File: config.mk
export PLATFORM = sky130hd
export DESIGN_NAME = clock_set_ctrl
export DESIGN_NICKNAME = d
export VERILOG_FILES = /design/src/rtl/clock_pkg.sv /design/src/rtl/button_debounce.sv /design/src/rtl/clock_set_ctrl.sv
export SDC_FILE = /design/constraint.sdc
export NUM_CORES = 1
export LEC_CHECK = 0
export CORE_MARGIN = 2
export CORE_UTILIZATION = 50
export DETAILED_ROUTE_END_ITERATION = 10
export PLACE_DENSITY = 0.74
export SKIP_LAST_GASP = 1
export SYNTH_ARGS = -nofsm -noshare
export SYNTH_HDL_FRONTEND = slang
export SYNTH_SLANG_ARGS = --single-unit
File: constraint.sdc
create_clock -name clk -period 2.4 [get_ports clk]
set_input_delay 0.6 -clock clk [delete_from_list [all_inputs] [get_ports clk]]
set_output_delay 0.6 -clock clk [all_outputs]
set_load 0.02 [all_outputs]
File: src/rtl/clock_pkg.sv
// Shared definitions for the 12-hour clock with button-driven time setting:
// mode encoding, BCD limits, digit blank masks and small BCD helpers.
package clock_pkg;

    // Operating mode; the numeric values are visible on the mode output.
    typedef enum logic [1:0] {
        MODE_RUN      = 2'd0,
        MODE_SET_HOUR = 2'd1,
        MODE_SET_MIN  = 2'd2
    } mode_t;

    // BCD limits for the time fields.
    localparam logic [7:0] BCD_MIN_MAX      = 8'h59;
    localparam logic [7:0] BCD_HOUR_MAX     = 8'h12;
    localparam logic [7:0] BCD_HOUR_PM_EDGE = 8'h11;

    // Values loaded on reset: 12:00:00 AM.
    localparam logic [7:0] BCD_HOUR_RESET = 8'h12;
    localparam logic [7:0] BCD_MIN_RESET  = 8'h00;

    // Seconds are kept in plain binary since they are never displayed.
    localparam logic [5:0] SEC_MAX = 6'd59;

    // Per-digit blank masks: bit0 = minute units ... bit3 = hour tens.
    localparam logic [3:0] BLANK_NONE = 4'b0000;
    localparam logic [3:0] BLANK_HOUR = 4'b1100;
    localparam logic [3:0] BLANK_MIN  = 4'b0011;

    // Advance a BCD minute value, wrapping 59 -> 00.
    function automatic logic [7:0] bcd_min_inc(input logic [7:0] m);
        logic [7:0] r;
        if (m == BCD_MIN_MAX) begin
            r = 8'h00;
        end else if (m[3:0] == 4'd9) begin
            r = {m[7:4] + 4'd1, 4'd0};
        end else begin
            r = {m[7:4], m[3:0] + 4'd1};
        end
        return r;
    endfunction

    // Advance a BCD hour value in 1..12, wrapping 12 -> 01.
    // The AM/PM flip at 11 -> 12 is handled by the caller.
    function automatic logic [7:0] bcd_hour_inc(input logic [7:0] h);
        logic [7:0] r;
        if (h == BCD_HOUR_MAX) begin
            r = 8'h01;
        end else if (h[3:0] == 4'd9) begin
            r = {h[7:4] + 4'd1, 4'd0};
        end else begin
            r = {h[7:4], h[3:0] + 4'd1};
        end
        return r;
    endfunction

    // Mode sequence RUN -> SET_HOUR -> SET_MIN -> RUN.
    function automatic mode_t mode_advance(input mode_t m);
        mode_t r;
        case (m)
            MODE_RUN:      r = MODE_SET_HOUR;
            MODE_SET_HOUR: r = MODE_SET_MIN;
            default:       r = MODE_RUN;
        endcase
        return r;
    endfunction

    // Digits that flash while a field is being edited.
    function automatic logic [3:0] blank_mask(input mode_t m);
        logic [3:0] r;
        case (m)
            MODE_SET_HOUR: r = BLANK_HOUR;
            MODE_SET_MIN:  r = BLANK_MIN;
            default:       r = BLANK_NONE;
        endcase
        return r;
    endfunction

endpackage

File: src/rtl/button_debounce.sv
// Single push-button front end: two-flop synchronizer, level debouncer and
// a one-cycle pulse on every debounced press (0 -> 1).
module button_debounce
    import clock_pkg::*;
#(
    parameter int DEBOUNCE_CYCLES = 1_000_000
) (
    input  logic clk,
    input  logic rst_n,
    input  logic btn,
    output logic press
);

    localparam int CW = (DEBOUNCE_CYCLES > 1) ? $clog2(DEBOUNCE_CYCLES) : 1;
    localparam logic [CW-1:0] CNT_LAST = CW'(DEBOUNCE_CYCLES - 1);

    logic          sync1_reg;
    logic          sync2_reg;
    logic          level_reg;
    logic          press_reg;
    logic [CW-1:0] cnt_reg;

    // Bring the raw button into the clk domain.
    always_ff @(posedge clk) begin
        if (!rst_n) begin
            sync1_reg <= 1'b0;
            sync2_reg <= 1'b0;
        end else begin
            sync1_reg <= btn;
            sync2_reg <= sync1_reg;
        end
    end

    // Accept a new level only after it has been stable for DEBOUNCE_CYCLES
    // consecutive cycles; any bounce back to the old level restarts the count.
    always_ff @(posedge clk) begin
        if (!rst_n) begin
            level_reg <= 1'b0;
            cnt_reg   <= '0;
            press_reg <= 1'b0;
        end else begin
            press_reg <= 1'b0;
            if (sync2_reg == level_reg) begin
                cnt_reg <= '0;
            end else if (cnt_reg == CNT_LAST) begin
                level_reg <= sync2_reg;
                cnt_reg   <= '0;
                press_reg <= sync2_reg;
            end else begin
                cnt_reg <= cnt_reg + 1'b1;
            end
        end
    end

    assign press = press_reg;

endmodule

File: src/rtl/clock_set_ctrl.sv
// 12-hour BCD clock with a two-button setting interface. btn_mode walks
// RUN -> SET_HOUR -> SET_MIN -> RUN; btn_inc advances the field being edited,
// which flashes on the display while it is selected.
module clock_set_ctrl
    import clock_pkg::*;
#(
    parameter int TICK_CYCLES     = 100_000_000,
    parameter int DEBOUNCE_CYCLES = 1_000_000,
    parameter int BLINK_HALF      = 25_000_000
) (
    input  logic       clk,
    input  logic       rst_n,
    input  logic       btn_mode,
    input  logic       btn_inc,
    output logic [3:0] zero_min,
    output logic [3:0] first_min,
    output logic [3:0] zero_hour,
    output logic [3:0] first_hour,
    output logic       pm,
    output logic [3:0] digit_blank,
    output logic [1:0] mode
);

    localparam int PW = (TICK_CYCLES > 1) ? $clog2(TICK_CYCLES) : 1;
    localparam logic [PW-1:0] PRESC_LAST = PW'(TICK_CYCLES - 1);
    localparam int BW = (BLINK_HALF > 1) ? $clog2(BLINK_HALF) : 1;
    localparam logic [BW-1:0] BLINK_LAST = BW'(BLINK_HALF - 1);

    localparam int NUM_BTN = 2;

    // Button index 0 is mode, index 1 is increment.
    logic [NUM_BTN-1:0] btn_raw;
    logic [NUM_BTN-1:0] press_vec;

    logic mode_evt;
    logic inc_evt;

    mode_t         mode_reg;
    logic [7:0]    hour_reg;
    logic [7:0]    min_reg;
    logic [5:0]    sec_reg;
    logic          pm_reg;
    logic [PW-1:0] presc_reg;
    logic [BW-1:0] blink_cnt_reg;
    logic          blank_phase_reg;
    logic [3:0]    digit_blank_reg;

    assign btn_raw = {btn_inc, btn_mode};

    generate
        for (genvar gi = 0; gi < NUM_BTN; gi++) begin : g_btn
            button_debounce #(
                .DEBOUNCE_CYCLES(DEBOUNCE_CYCLES)
            ) u_debounce (
                .clk  (clk),
                .rst_n(rst_n),
                .btn  (btn_raw[gi]),
                .press(press_vec[gi])
            );
        end
    endgenerate

    // A mode press always wins; a simultaneous inc press is dropped.
    assign mode_evt = press_vec[0];
    assign inc_evt  = press_vec[1] & ~press_vec[0];

    // Mode FSM plus the blink phase generator and the registered blank mask.
    always_ff @(posedge clk) begin
        if (!rst_n) begin
            mode_reg        <= MODE_RUN;
            blink_cnt_reg   <= '0;
            blank_phase_reg <= 1'b0;
            digit_blank_reg <= BLANK_NONE;
        end else if (mode_evt) begin
            mode_reg        <= mode_advance(mode_reg);
            blink_cnt_reg   <= '0;
            blank_phase_reg <= 1'b0;
            digit_blank_reg <= BLANK_NONE;
        end else if (mode_reg == MODE_RUN || inc_evt) begin
            // Nothing flashes while running; an accepted edit shows the new
            // value immediately by restarting in the visible phase.
            blink_cnt_reg   <= '0;
            blank_phase_reg <= 1'b0;
            digit_blank_reg <= BLANK_NONE;
        end else if (blink_cnt_reg == BLINK_LAST) begin
            blink_cnt_reg   <= '0;
            blank_phase_reg <= ~blank_phase_reg;
            digit_blank_reg <= blank_phase_reg ? BLANK_NONE : blank_mask(mode_reg);
        end else begin
            blink_cnt_reg <= blink_cnt_reg + 1'b1;
        end
    end

    // Timekeeping: prescaled seconds with carries in RUN, field edits in SET.
    always_ff @(posedge clk) begin
        if (!rst_n) begin
            hour_reg  <= BCD_HOUR_RESET;
            min_reg   <= BCD_MIN_RESET;
            sec_reg   <= '0;
            pm_reg    <= 1'b0;
            presc_reg <= '0;
        end else if (mode_evt) begin
            // Every mode change either enters a SET state or leaves SET_MIN;
            // in both cases the second count starts again from a clean zero.
            presc_reg <= '0;
            sec_reg   <= '0;
        end else if (mode_reg == MODE_RUN) begin
            if (presc_reg == PRESC_LAST) begin
                presc_reg <= '0;
                if (sec_reg == SEC_MAX) begin
                    sec_reg <= '0;
                    min_reg <= bcd_min_inc(min_reg);
                    if (min_reg == BCD_MIN_MAX) begin
                        hour_reg <= bcd_hour_inc(hour_reg);
                        if (hour_reg == BCD_HOUR_PM_EDGE) begin
                            pm_reg <= ~pm_reg;
                        end
                    end
                end else begin
                    sec_reg <= sec_reg + 6'd1;
                end
            end else begin
                presc_reg <= presc_reg + 1'b1;
            end
        end else begin
            presc_reg <= '0;
            sec_reg   <= '0;
            if (inc_evt) begin
                case (mode_reg)
                    MODE_SET_HOUR: begin
                        hour_reg <= bcd_hour_inc(hour_reg);
                        if (hour_reg == BCD_HOUR_PM_EDGE) begin
                            pm_reg <= ~pm_reg;
                        end
                    end
                    MODE_SET_MIN: begin
                        // Editing minutes never carries into the hour.
                        min_reg <= bcd_min_inc(min_reg);
                    end
                    default: begin
                    end
                endcase
            end
        end
    end

    assign zero_min    = min_reg[3:0];
    assign first_min   = min_reg[7:4];
    assign zero_hour   = hour_reg[3:0];
    assign first_hour  = hour_reg[7:4];
    assign pm          = pm_reg;
    assign digit_blank = digit_blank_reg;
    assign mode        = mode_reg;

endmodule

==> impl_metrics.csv <==
group,metric,value,unit
global_routing,grt_pass1_vias,4302,
drt,drt_pass1_iterations,4,
cts,cts_tree,"built",
power_and_ir_drop,internal_power,0.00408,W
place,dpl_cell_area,0.00616,mm2
setup_path,endpoint_kind,"flop",
logic_synthesis,synth-seq-area-share,45.1,%
sta,fmax,430,MHz
die,ios,27,
finish,final_cell_area,0.00683,mm2
logic_synthesis,syn_inst,647,
global_routing,grt_pass1_wl,19200,um
setup_path,rrSetupSlack,0.08,ns
cts,clk_latency,0.42,ns
sta,rsz0062_at_grt,"yes",
logic_synthesis,synth_edf_count,0,
die,initial_core_util,51.7,%
setup_path,critPathArrivalTime,2.63,ns
setup_path,r2r_end,"min_reg[0]",
setup_path,slowest_stage,"or4b_4",
drt,ant_nets,0,
die,die-area,0.0122,mm2
finish,final_common_cell,"nor2_1",
place,port_buffers,26,
finish,syn_to_final_growth,20.3,%
drt,route.detailed.drc,0,
logic_synthesis,synth.top_cell.area_share,45.1,%
cts,postCtsSetupBuffers,0,
power_and_ir_drop,combPwrFrac,1.0,%
die,rows,38,
finish,fillers,878,
setup_path,reg2reg_depth,7,
logic_synthesis,syn_nets,662,
min_path,hp-class,"flop to flop",
setup_path,crit_type,"flop to flop",
logic_synthesis,syn_area,0.00568,mm2
logic_synthesis,synth-async-reset-ratio,0,%
power_and_ir_drop,p_sw_share,18.9,%
power_and_ir_drop,p_total,0.00503,W
die,chipHeight,111,um
logic_synthesis,ys_seq_elements,128,
setup_path,max_stage_delay,0.54,ns
logic_synthesis,avgSynthCellArea,8.78,um2
min_path,min_to,"g_btn[0].u_debounce.sync2_reg",
logic_synthesis,yosysWarningCount,0,
job,maxCapViolCount,0,
setup_path,startpoint_type,"flop",
cts,htreeDepth,4,
logic_synthesis,synth.distinct_cells,55,
logic_synthesis,ys_top_cells_by_area,"dfxtp_1 (45%), xor2_1 (9.3%), nor2_1 (8.9%), xnor2_1 (5.1%), nand3_1 (3.4%)",
finish,multi_input_area,0.00297,mm2
sta,fin_crit,2.32,ns
cts,clock_path_buffers,2,
drt,drt_iter0_drc,130,
finish,nets,701,
sta,finalSetupViolCount,0,
logic_synthesis,yosysTopAreaCell,"dfxtp_1",
power_and_ir_drop,pwr-share-clk,56.4,%
die,die_x,111,um
sta,fin_skew,0.00739,ns
cts,clockRootBuffer,"clkbuf_16",
cts,cts_buffers,17,
die,core_area,0.0110,mm2
finish,largest_reg_flops,40,
power_and_ir_drop,p_leak,2.49,nW
sta,slew_headroom,68.0,%
drt,num_vias,4448,
global_routing,grt.overflow.total,0,
sta,drv_slew,0,
power_and_ir_drop,ir_drop,574,uV
drt,drt_wl_total,11200,um
global_routing,grt_max_degree,27,
drt,vias_per_cell,5.30,
place,dp_hpwl,7650,um
status,status,"finished clean",
setup_path,crit_required,2.70,ns
min_path,hp-start,"g_btn[0].u_debounce.sync1_reg",
power_and_ir_drop,seqPwrFrac,42.6,%
sta,post-route-period-util,96.8,%
cts,path_clk_slew,0.06,ns
sta,final_hold_viol_count,0,
power_and_ir_drop,power_density,736,mW/mm2
finish,mostFrequentLayoutCells,"nor2_1 (135), dfxtp_1 (128), xor2_1 (60)",
setup_path,timing.rr.start,"presc_reg[12]",
sta,worstMarginPinSlew,0.480,ns
cts,cts.sinks,128,
finish,final_layout_size_suffix_gt1_share,8.73,%
global_routing,antenna_found_initial,0,
min_path,hold_depth,1,
power_and_ir_drop,switchingPower,0.000952,W
finish,ff_latch_area,0.00256,mm2
place,gp_congestion,0.810,
global_routing,track_usage,18.9,%
finish,n_antenna_cell,0,
logic_synthesis,yosys_most_used_dff,"dfxtp_1",
drt,post_drt_wl_per_cell,13.4,um
setup_path,worstPathCellList,"or4b_4, nor4_4, nand4b_1, a211oi_4, buf_6, mux2i_2, nor2_1",
setup_path,crit_fanout,9,
==> synthesized netlist by cell type (2+ instances only) <==
cell type	count
clkbuf_1	15
and2_1	10
dfxtp_1	128
nand3b_1	11
and3_1	19
nand4_1	28
inv_1	16
and4_2	2
nand2_1	43
xor2_1	60
nor3_1	12
clkbuf_2	2
or3_1	6
mux2i_1	9
and4_1	6
nor2_1	135
o31ai_1	2
nand3_1	39
a21oi_1	7
nor3b_1	2
buf_2	5
buf_4	2
o22ai_1	2
nor4_1	7
o21ai_0	6
ha_1	11
xnor2_1	33
nor4b_1	2
==> layout make-up <==
type	instances	share of cell area, %
inverter	16	0.879
clock buffer	22	6.94
clock inverter	10	2.66
tap	140	2.56
timing repair buffer	44	6.02
multi-input combinational	479	43.4
sequential	128	37.5
==> metal layers <==
metal | track usage, % | vias to the layer above | share of wire (%)
met5 | 0 | - | 0
met4 | 8.83 | 0 | 1.8
met3 | 4.99 | 19 | 3.2
met2 | 31.1 | 59 | 48
met1 | 23.0 | 2099 | 47
li1 | - | 2271 | -
==> what timing repair did <==
action                                  4_1_cts  5_1_grt
endpoints found under the setup margin        0       25
endpoints found under the hold margin         0        0
resized for setup                             0        5
hold buffers                                  0        0
==> critical path: cells and delay by family, from the launching register on <==
kind                   cells  cell delay, ns
AND/OR/NAND/NOR            4            1.16
flip-flops                 1            0.33
AO/OA/AOI/OAI              1            0.32
multiplexers               1            0.23
buffers and inverters      1            0.18
==> power groups by stage <==
stage	sequential (W)	clock, W	combinational, W
after floorplan	0.00218	0	0.0000341
after global placement	0.00219	0	0.0000506
after detailed placement	0.00219	0	0.0000518
after CTS	0.00214	0.00289	0.0000523
after global routing	0.00214	0.00298	0.0000591
final	0.00214	0.00283	0.0000527
==> worst max path at each step <==
stage	startpoint	to	slack [ns]
floorplan	presc_reg[9]	hour_reg[6]	0.14
finish	presc_reg[12]	min_reg[0]	0.08
global placement	rst_n	blink_cnt_reg[3]	0.14
CTS	presc_reg[12]	min_reg[0]	0.02
detailed placement	rst_n	blink_cnt_reg[11]	0.09
global route	presc_reg[22]	min_reg[0]	-0.03
==> through the flow <==
| stage | setup TNS [ns] | hold slack (ns) | setup WS [ns] | util [%] | cells |
|---|---|---|---|---|---|
| floorplan | 0 | 0.412 | 0.135 | - | 647 |
| finish | 0 | 0.430 | 0.0763 | 62.2 | 839 |
| CTS | 0 | 0.432 | 0.0203 | 62.0 | 839 |
| detailed placement | 0 | 0.419 | 0.0906 | 56.0 | 807 |
| global route | -0.0627 | 0.451 | -0.0337 | 62.2 | 839 |
| global placement | 0 | 0.415 | 0.138 | 56.0 | 807 |
==> cell families (layout without fill, tap and decap cells) <==
logic type / count (synthesis) / in the layout / share of synthesized area (%)
xor+xnor: 93 / 93 / 14.3
compound gates: 30 / 30 / 3.81
fa+ha+maj: 11 / 11 / 2.42
flops: 128 / 128 / 45.1
buf+inv: 40 / 92 / 2.93
mux: 9 / 9 / 1.59
simple gates: 336 / 336 / 29.8
Note: power is estimated with default switching activity, not from simulation.
